<file path="src/rtl/m_ext_wb_arb_pkg.sv">
// Shared types for the M-extension writeback arbiter: the EXE/MEM pipelined-signal bundle,
// the writeback source tag and the buffered result entry.
package m_ext_wb_arb_pkg;

  typedef struct packed {
    logic [4:0] rd;
    logic       rd_we;
    logic [1:0] wb_sel;
  } exe_p_mux_bus_type;

  typedef enum logic {
    SRC_MUL = 1'b0,
    SRC_DIV = 1'b1
  } m_wb_src_t;

  typedef struct packed {
    exe_p_mux_bus_type pipe;
    logic [31:0]       result;
  } m_wb_entry_t;

endpackage

</file>
<file path="src/rtl/m_ext_wb_arb_if.sv">
// Result-stream bundle between int_mul, the divider, the arbiter and the EXE/MEM mux.
// The slave modport is the arbiter's view; master is the surrounding pipeline's view.
interface m_ext_wb_arb_if;
  import m_ext_wb_arb_pkg::*;

  logic              mul_valid;
  exe_p_mux_bus_type mul_pipe;
  logic [31:0]       mul_result;
  logic              mul_stall;

  logic              div_valid;
  exe_p_mux_bus_type div_pipe;
  logic [31:0]       div_result;
  logic              div_ready;

  logic              wb_valid;
  logic              wb_ready;
  exe_p_mux_bus_type wb_pipe;
  logic [31:0]       wb_result;
  m_wb_src_t         wb_src;
  logic              busy;

  modport slave (
    input  mul_valid, mul_pipe, mul_result, div_valid, div_pipe, div_result, wb_ready,
    output mul_stall, div_ready, wb_valid, wb_pipe, wb_result, wb_src, busy
  );

  modport master (
    output mul_valid, mul_pipe, mul_result, div_valid, div_pipe, div_result, wb_ready,
    input  mul_stall, div_ready, wb_valid, wb_pipe, wb_result, wb_src, busy
  );
endinterface

</file>
<file path="src/rtl/m_ext_res_fifo.sv">
// Small FIFO holding multiplier results while the writeback slot is busy.
// Push is ignored when full, pop when empty; flush empties it at the next edge.
module m_ext_res_fifo
  import m_ext_wb_arb_pkg::*;
#(
  parameter int unsigned DEPTH = 4
) (
  input  logic                         clk,
  input  logic                         reset_n,
  input  logic                         flush,
  input  logic                         push,
  input  m_wb_entry_t                  push_data,
  input  logic                         pop,
  output m_wb_entry_t                  pop_data,
  output logic [$clog2(DEPTH+1)-1:0]   count,
  output logic                         full,
  output logic                         empty
);
  localparam int unsigned PtrW = $clog2(DEPTH);
  localparam int unsigned CntW = $clog2(DEPTH + 1);

  m_wb_entry_t     mem [DEPTH];
  logic [PtrW-1:0] wr_ptr_q, rd_ptr_q;
  logic [CntW-1:0] count_q;
  logic            do_push, do_pop;

  assign full     = (count_q == CntW'(DEPTH));
  assign empty    = (count_q == '0);
  assign do_push  = push && !full && !flush;
  assign do_pop   = pop && !empty && !flush;
  assign count    = count_q;
  assign pop_data = mem[rd_ptr_q];

  // Pointer and occupancy state; DEPTH is a power of two so pointers wrap naturally.
  always_ff @(posedge clk or negedge reset_n) begin
    if (!reset_n) begin
      wr_ptr_q <= '0;
      rd_ptr_q <= '0;
      count_q  <= '0;
    end else if (flush) begin
      wr_ptr_q <= '0;
      rd_ptr_q <= '0;
      count_q  <= '0;
    end else begin
      if (do_push) wr_ptr_q <= wr_ptr_q + PtrW'(1);
      if (do_pop)  rd_ptr_q <= rd_ptr_q + PtrW'(1);
      count_q <= count_q + CntW'(do_push) - CntW'(do_pop);
    end
  end

  // Entry storage; contents are only meaningful below count, so no reset is needed.
  always_ff @(posedge clk) begin
    if (do_push) mem[wr_ptr_q] <= push_data;
  end

endmodule

</file>
<file path="src/rtl/m_ext_wb_arb.sv">
// Completion arbiter behind int_mul: merges buffered multiplier results and the divider's
// valid/ready stream into one registered writeback slot, with divider anti-starvation.
module m_ext_wb_arb
  import m_ext_wb_arb_pkg::*;
#(
  parameter int unsigned MUL_FIFO_DEPTH = 4,
  parameter int unsigned STARVE_LIMIT   = 3
) (
  input  logic           clk,
  input  logic           reset_n,
  input  logic           flush,
  m_ext_wb_arb_if.slave  bus
);
  localparam int unsigned CntW = $clog2(MUL_FIFO_DEPTH + 1);
  localparam int unsigned StW  = $clog2(STARVE_LIMIT + 1);

  m_wb_entry_t     head;
  logic [CntW-1:0] count;
  logic            full, empty;
  logic            load, div_force, sel_div, sel_mul;

  logic            wb_valid_q;
  m_wb_entry_t     wb_entry_q;
  m_wb_src_t       wb_src_q;
  logic [StW-1:0]  starve_q;

  m_ext_res_fifo #(
    .DEPTH(MUL_FIFO_DEPTH)
  ) u_fifo (
    .clk       (clk),
    .reset_n   (reset_n),
    .flush     (flush),
    .push      (bus.mul_valid),
    .push_data ('{pipe: bus.mul_pipe, result: bus.mul_result}),
    .pop       (sel_mul),
    .pop_data  (head),
    .count     (count),
    .full      (full),
    .empty     (empty)
  );

  // Slot arbitration: a starved divider result beats the FIFO head, otherwise mul first.
  always_comb begin
    load      = !wb_valid_q || bus.wb_ready;
    div_force = bus.div_valid && (starve_q == StW'(STARVE_LIMIT));
    sel_div   = 1'b0;
    sel_mul   = 1'b0;
    if (load && !flush) begin
      if (div_force)          sel_div = 1'b1;
      else if (!empty)        sel_mul = 1'b1;
      else if (bus.div_valid) sel_div = 1'b1;
    end
  end

  // Stall comes from registered occupancy only, so int_mul never sees a wb_ready path.
  assign bus.mul_stall = full;
  // Gated by reset_n so the handshake output reads 0 the moment reset asserts.
  assign bus.div_ready = sel_div && reset_n;
  assign bus.wb_valid  = wb_valid_q;
  assign bus.wb_pipe   = wb_entry_q.pipe;
  assign bus.wb_result = wb_entry_q.result;
  assign bus.wb_src    = wb_src_q;
  assign bus.busy      = (count != '0) || wb_valid_q;

  // Writeback slot: reload whenever empty or drained, otherwise hold stable.
  always_ff @(posedge clk or negedge reset_n) begin
    if (!reset_n) begin
      wb_valid_q <= 1'b0;
      wb_entry_q <= '0;
      wb_src_q   <= SRC_MUL;
    end else if (flush) begin
      wb_valid_q <= 1'b0;
    end else if (load) begin
      wb_valid_q <= sel_div || sel_mul;
      if (sel_div) begin
        wb_entry_q <= '{pipe: bus.div_pipe, result: bus.div_result};
        wb_src_q   <= SRC_DIV;
      end else if (sel_mul) begin
        wb_entry_q <= head;
        wb_src_q   <= SRC_MUL;
      end
    end
  end

  // Count consecutive cycles a waiting divider result is refused, saturating at the limit.
  always_ff @(posedge clk or negedge reset_n) begin
    if (!reset_n) begin
      starve_q <= '0;
    end else if (flush) begin
      starve_q <= '0;
    end else if (bus.div_valid && !sel_div) begin
      if (starve_q != StW'(STARVE_LIMIT)) starve_q <= starve_q + StW'(1);
    end else begin
      starve_q <= '0;
    end
  end

endmodule

</file>
<file path="src/flat_wrapper.sv">
// flat-port wrapper written by rule: the top's interface ports become plain ports
module m_ext_wb_arb_flat import m_ext_wb_arb_pkg::*;
#(
  parameter int unsigned MUL_FIFO_DEPTH = 4,
  parameter int unsigned STARVE_LIMIT   = 3
)
  (clk, reset_n, flush, bus_mul_valid, bus_mul_pipe, bus_mul_result, bus_div_valid, bus_div_pipe, bus_div_result, bus_wb_ready, bus_mul_stall, bus_div_ready, bus_wb_valid, bus_wb_pipe, bus_wb_result, bus_wb_src, bus_busy);
  m_ext_wb_arb_if bus_i ();
  input  logic clk;
  input  logic reset_n;
  input  logic flush;
  input wire logic [$bits(bus_i.mul_valid)-1:0] bus_mul_valid;
  input wire logic [$bits(bus_i.mul_pipe)-1:0] bus_mul_pipe;
  input wire logic [$bits(bus_i.mul_result)-1:0] bus_mul_result;
  input wire logic [$bits(bus_i.div_valid)-1:0] bus_div_valid;
  input wire logic [$bits(bus_i.div_pipe)-1:0] bus_div_pipe;
  input wire logic [$bits(bus_i.div_result)-1:0] bus_div_result;
  input wire logic [$bits(bus_i.wb_ready)-1:0] bus_wb_ready;
  output wire logic [$bits(bus_i.mul_stall)-1:0] bus_mul_stall;
  output wire logic [$bits(bus_i.div_ready)-1:0] bus_div_ready;
  output wire logic [$bits(bus_i.wb_valid)-1:0] bus_wb_valid;
  output wire logic [$bits(bus_i.wb_pipe)-1:0] bus_wb_pipe;
  output wire logic [$bits(bus_i.wb_result)-1:0] bus_wb_result;
  output wire logic [$bits(bus_i.wb_src)-1:0] bus_wb_src;
  output wire logic [$bits(bus_i.busy)-1:0] bus_busy;
  assign bus_i.mul_valid = bus_mul_valid;
  assign bus_i.mul_pipe = bus_mul_pipe;
  assign bus_i.mul_result = bus_mul_result;
  assign bus_i.div_valid = bus_div_valid;
  assign bus_i.div_pipe = bus_div_pipe;
  assign bus_i.div_result = bus_div_result;
  assign bus_i.wb_ready = bus_wb_ready;
  assign bus_mul_stall = bus_i.mul_stall;
  assign bus_div_ready = bus_i.div_ready;
  assign bus_wb_valid = bus_i.wb_valid;
  assign bus_wb_pipe = bus_i.wb_pipe;
  assign bus_wb_result = bus_i.wb_result;
  assign bus_wb_src = bus_i.wb_src;
  assign bus_busy = bus_i.busy;
  m_ext_wb_arb #(.MUL_FIFO_DEPTH(MUL_FIFO_DEPTH), .STARVE_LIMIT(STARVE_LIMIT)) u_core (.clk(clk), .reset_n(reset_n), .flush(flush), .bus(bus_i));
endmodule
</file>
<file path="config.mk">
export PLATFORM = sky130hd
export DESIGN_NAME = m_ext_wb_arb_flat
export DESIGN_NICKNAME = d
export VERILOG_FILES = /design/src/rtl/m_ext_wb_arb_pkg.sv /design/src/rtl/m_ext_wb_arb_if.sv /design/src/rtl/m_ext_res_fifo.sv /design/src/rtl/m_ext_wb_arb.sv /design/src/flat_wrapper.sv
export SDC_FILE = /design/constraint.sdc
export NUM_CORES = 1
export LEC_CHECK = 0
export CAP_MARGIN = 15
export CORE_AREA = 2 2 149 151
export CTS_BUF_LIST = sky130_fd_sc_hd__clkbuf_4 sky130_fd_sc_hd__clkbuf_8
export CTS_CLUSTER_DIAMETER = 80
export DETAILED_ROUTE_END_ITERATION = 8
export DIE_AREA = 0 0 151 153
export PLACE_DENSITY = 0.71
export SKIP_CTS_REPAIR_TIMING = 1
export SLEW_MARGIN = 20
export SYNTH_ARGS = -nofsm -noshare
export SYNTH_HDL_FRONTEND = slang
export SYNTH_SLANG_ARGS = --single-unit
</file>
<file path="constraint.sdc">
create_clock -name clk -period 3.85 [get_ports clk]
set_input_delay 0.5775 -clock clk [delete_from_list [all_inputs] [get_ports clk]]
set_output_delay 0.5775 -clock clk [all_outputs]
set_load 0.01 [all_outputs]
</file>
==> metrics <==
CP max FO=11; Initial Util=39.19%; warnings from Yosys=0; Final Max Slew Viols=0; Cell variety after synth=32; drt initial violations=230; Post-DP HPWL=10950 um; Seq/Total Area, Yosys=72.21%; Root Driver=clkbuf_8; CP cell instances=clkdlybuf4s50_1, and2b_1, o211a_2, and2_1, clkdlybuf4s50_1; antenna viol nets, final=0; post-layout util=50.45%; clk sink count=211; Multi-input gate area=2173 um2; sequential cell area=6088 um2; DR vias/cell=5.048; vias in the first global route=5075; Max-Slew Margin vs Limit=40.25%; Worst Path Class, Setup=in2out; Worst EP arrival=2.47 ns; count of input and output buffers=130; Pre-antenna DRT Iters=6; CP Capture Type=primary output; first-pass GRT wire length=27730 um; TritonCTS clock tree=done; GRT Util Overall=15.81%; startpoint types=primary input; CP top delay family=buffers and inverters; syn_nets=549; peak supply drop=0.0002496 V; Seq cells post-synth=211; Setup Skew=0.02761 ns; fill cell total of the finished layout=1769; CTS H-tree depth=2; reg2reg setup slack=1.11 ns; Max-Cap Viols=0; RSZ-0062 raised after global routing=false; via count=4614; CP required=3.27 ns; critical path's largest stage delay=0.66 ns; endpoints failing setup=0; Pleak=3.828 nW; Hold Violations, Final=0; clock buffer depth=3; grt total ovfl=0; DRC errors left=0; DIE WIDTH=151 um; Die Ht=153 um; fin crit period=3.051 ns; Buf/Inv on CP=2; wire length per cell=19.41 um; final-stage net count=700; Clock transition at path regs=0.06 ns; class of the worst hold path=in2async; Syn Area/Cell=18.51 um2; Slew @ Worst Pin=0.8962 ns; Core ar.=21490 um2; fin crit share=79.24%; Min Hold Slack=0.2365 ns; Slowest cell on crit path=clkdlybuf4s50_1; Ports=131; final wirelength=17740 um; Max Freq=327.8 MHz; status=complete, no violations; GP Congestion=0.7171; initial antenna violation count=1; Layout area overhead=28.74%; Cell Area, Synth=8421 um2; cells after synthesis=455; most used cell, CP=clkdlybuf4s50_1; row count=54; full die area=23100 um2; Num CTS Buffers=36; r2r startpoint=u_core.starve_q[0]$_DFFE_PN0P_; largest net degree at the start of global routing=52; clk_lat worst skew=0.51 ns; Final TNS setup=0 ns; power per cell area=664.9 nW/um2; Crit. Startpoint=flush; share of post-route cells with drive strength above 1=23.22%
final timing paths:
check / end / depth (start not counted)
worst max-delay path: bus_div_ready / 5
worst min-delay path: u_core.bus.wb_result[6]$_DFFE_PN0P_ / 2
worst max register to register: u_core.u_fifo.count[2]$_DFF_PN0_ / 10
worst min register to register: u_core.bus.wb_result[30]$_DFFE_PN0P_ / 1
max in group asynchronous: u_core.u_fifo.rd_ptr_q[0]$_DFFE_PN0P_ / 2
min in group clk: u_core.bus.wb_result[30]$_DFFE_PN0P_ / 1
state kept, by name (all words and copies together), names as in the netlist:
register and cells:
u_core.bus.wb_pipe 8, u_core.bus.wb_result 32, u_core.bus.wb_src 1, u_core.bus.wb_valid 1, u_core.starve_q 2, u_core.u_fifo.count 3
u_core.u_fifo.mem 160, u_core.u_fifo.rd_ptr_q 2, u_core.u_fifo.wr_ptr_q 2
per-layer routing:
| layer | wire (um) | vias up | GRT usage [%] | share of wire (%) |
|---|---|---|---|---|
| met4 | 303 | 0 | 4.228 | 1.7 |
| met3 | 971 | 28 | 4.090 | 5.5 |
| li1 | - | 2094 | - | - |
| met2 | 8785 | 137 | 26.10 | 50 |
| met5 | 0 | - | 0 | 0 |
| met1 | 7677 | 2355 | 20.89 | 43 |
final cells by class:
class / count / share of cell area (%)
antenna: 1 / 0.02308
clock buffer: 58 / 6.383
clock inverter: 7 / 0.6117
inverter: 7 / 0.2424
multi-input combinational: 210 / 20.05
sequential: 211 / 56.16
tap: 280 / 3.232
timing repair buffer: 140 / 13.30
stage by stage:
stage	cells	power, W	worst slack (ns)	cell area, um2
after CTS	912	0.007306	0.7860	10810
final	914	0.007208	0.7991	10840
after global placement	847	0.005153	0.8058	10050
after detailed placement	847	0.005217	0.6699	10050
after floorplan	455	0.004346	1.318	8421
after global routing	913	0.007612	0.6999	10840
placed cells by master, fill, tap and decap left out, types with 2 or more instances in the layout:
| cell type | synthesis | layout |
|---|---|---|
| clkinv_1 | 0 | 2 |
| dfrtp_1 | 51 | 49 |
| dfrtp_4 | 0 | 2 |
| nor2_1 | 8 | 8 |
| a2bb2oi_2 | 20 | 20 |
| and2_1 | 6 | 2 |
| mux2i_1 | 4 | 4 |
| nand2_1 | 44 | 44 |
| edfxtp_1 | 160 | 160 |
| clkbuf_8 | 0 | 41 |
| buf_12 | 0 | 4 |
| nor2b_1 | 2 | 2 |
| a2bb2oi_1 | 20 | 20 |
| nand2b_1 | 3 | 3 |
| inv_1 | 7 | 7 |
| buf_4 | 4 | 5 |
| o21ai_0 | 2 | 2 |
| clkbuf_4 | 0 | 17 |
| clkdlybuf4s50_1 | 0 | 129 |
| a21oi_1 | 40 | 40 |
| o211ai_4 | 1 | 2 |
| nor3_4 | 1 | 2 |
| and2_2 | 0 | 4 |
| xor2_1 | 2 | 2 |
| ha_1 | 7 | 7 |
| clkinvlp_4 | 0 | 2 |
| mux4_2 | 40 | 40 |
logic make-up after synthesis:
family	synth area share, %
flops	72.21
simple gates	3.819
xor+xnor	0.3121
buf+inv	2.214
compound gates	8.990
fa+ha+maj	1.278
mux	11.17
synth_stat cells, drive strengths merged:
cell type	instances	area share, %
xor2	2	0.21
o211a	1	0.12
edfxtp	160	57
mux2i	4	0.48
o21ai	2	0.12
mux4	40	11
a21oi	40	2.4
nor2	8	0.36
fa	1	0.24
nor3b	1	0.089
a2111oi	1	0.33
ha	7	1.0
xnor2	1	0.10
dfrtp	51	15
a2bb2oi	40	5.6
inv	7	0.31
clkbuf	8	0.36
nor3	3	0.37
nand2	44	2.0
buf	19	1.5
nor2b	2	0.15
nand2b	3	0.22
o211ai	2	0.40
and2b	1	0.089
or3	1	0.13
and2	6	0.45
power by group:
group | switching [W] | leakage (nW) | internal (W)
combinational | 0.000791 | 1.39 | 0.00119
sequential | 0.000353 | 2.03 | 0.00282
clock | 0.000848 | 0.399 | 0.00121
worst reg2reg max path, delay by kind of cell, from the launching register on:
family	cells	cell delay [ns]
compound gates	1	0.52
simple gates	2	0.29
fa+ha+maj	4	1.16
buf+inv	2	0.12
flops	1	0.39
xor+xnor	1	0.16
Power figures use the tool's default switching activity.
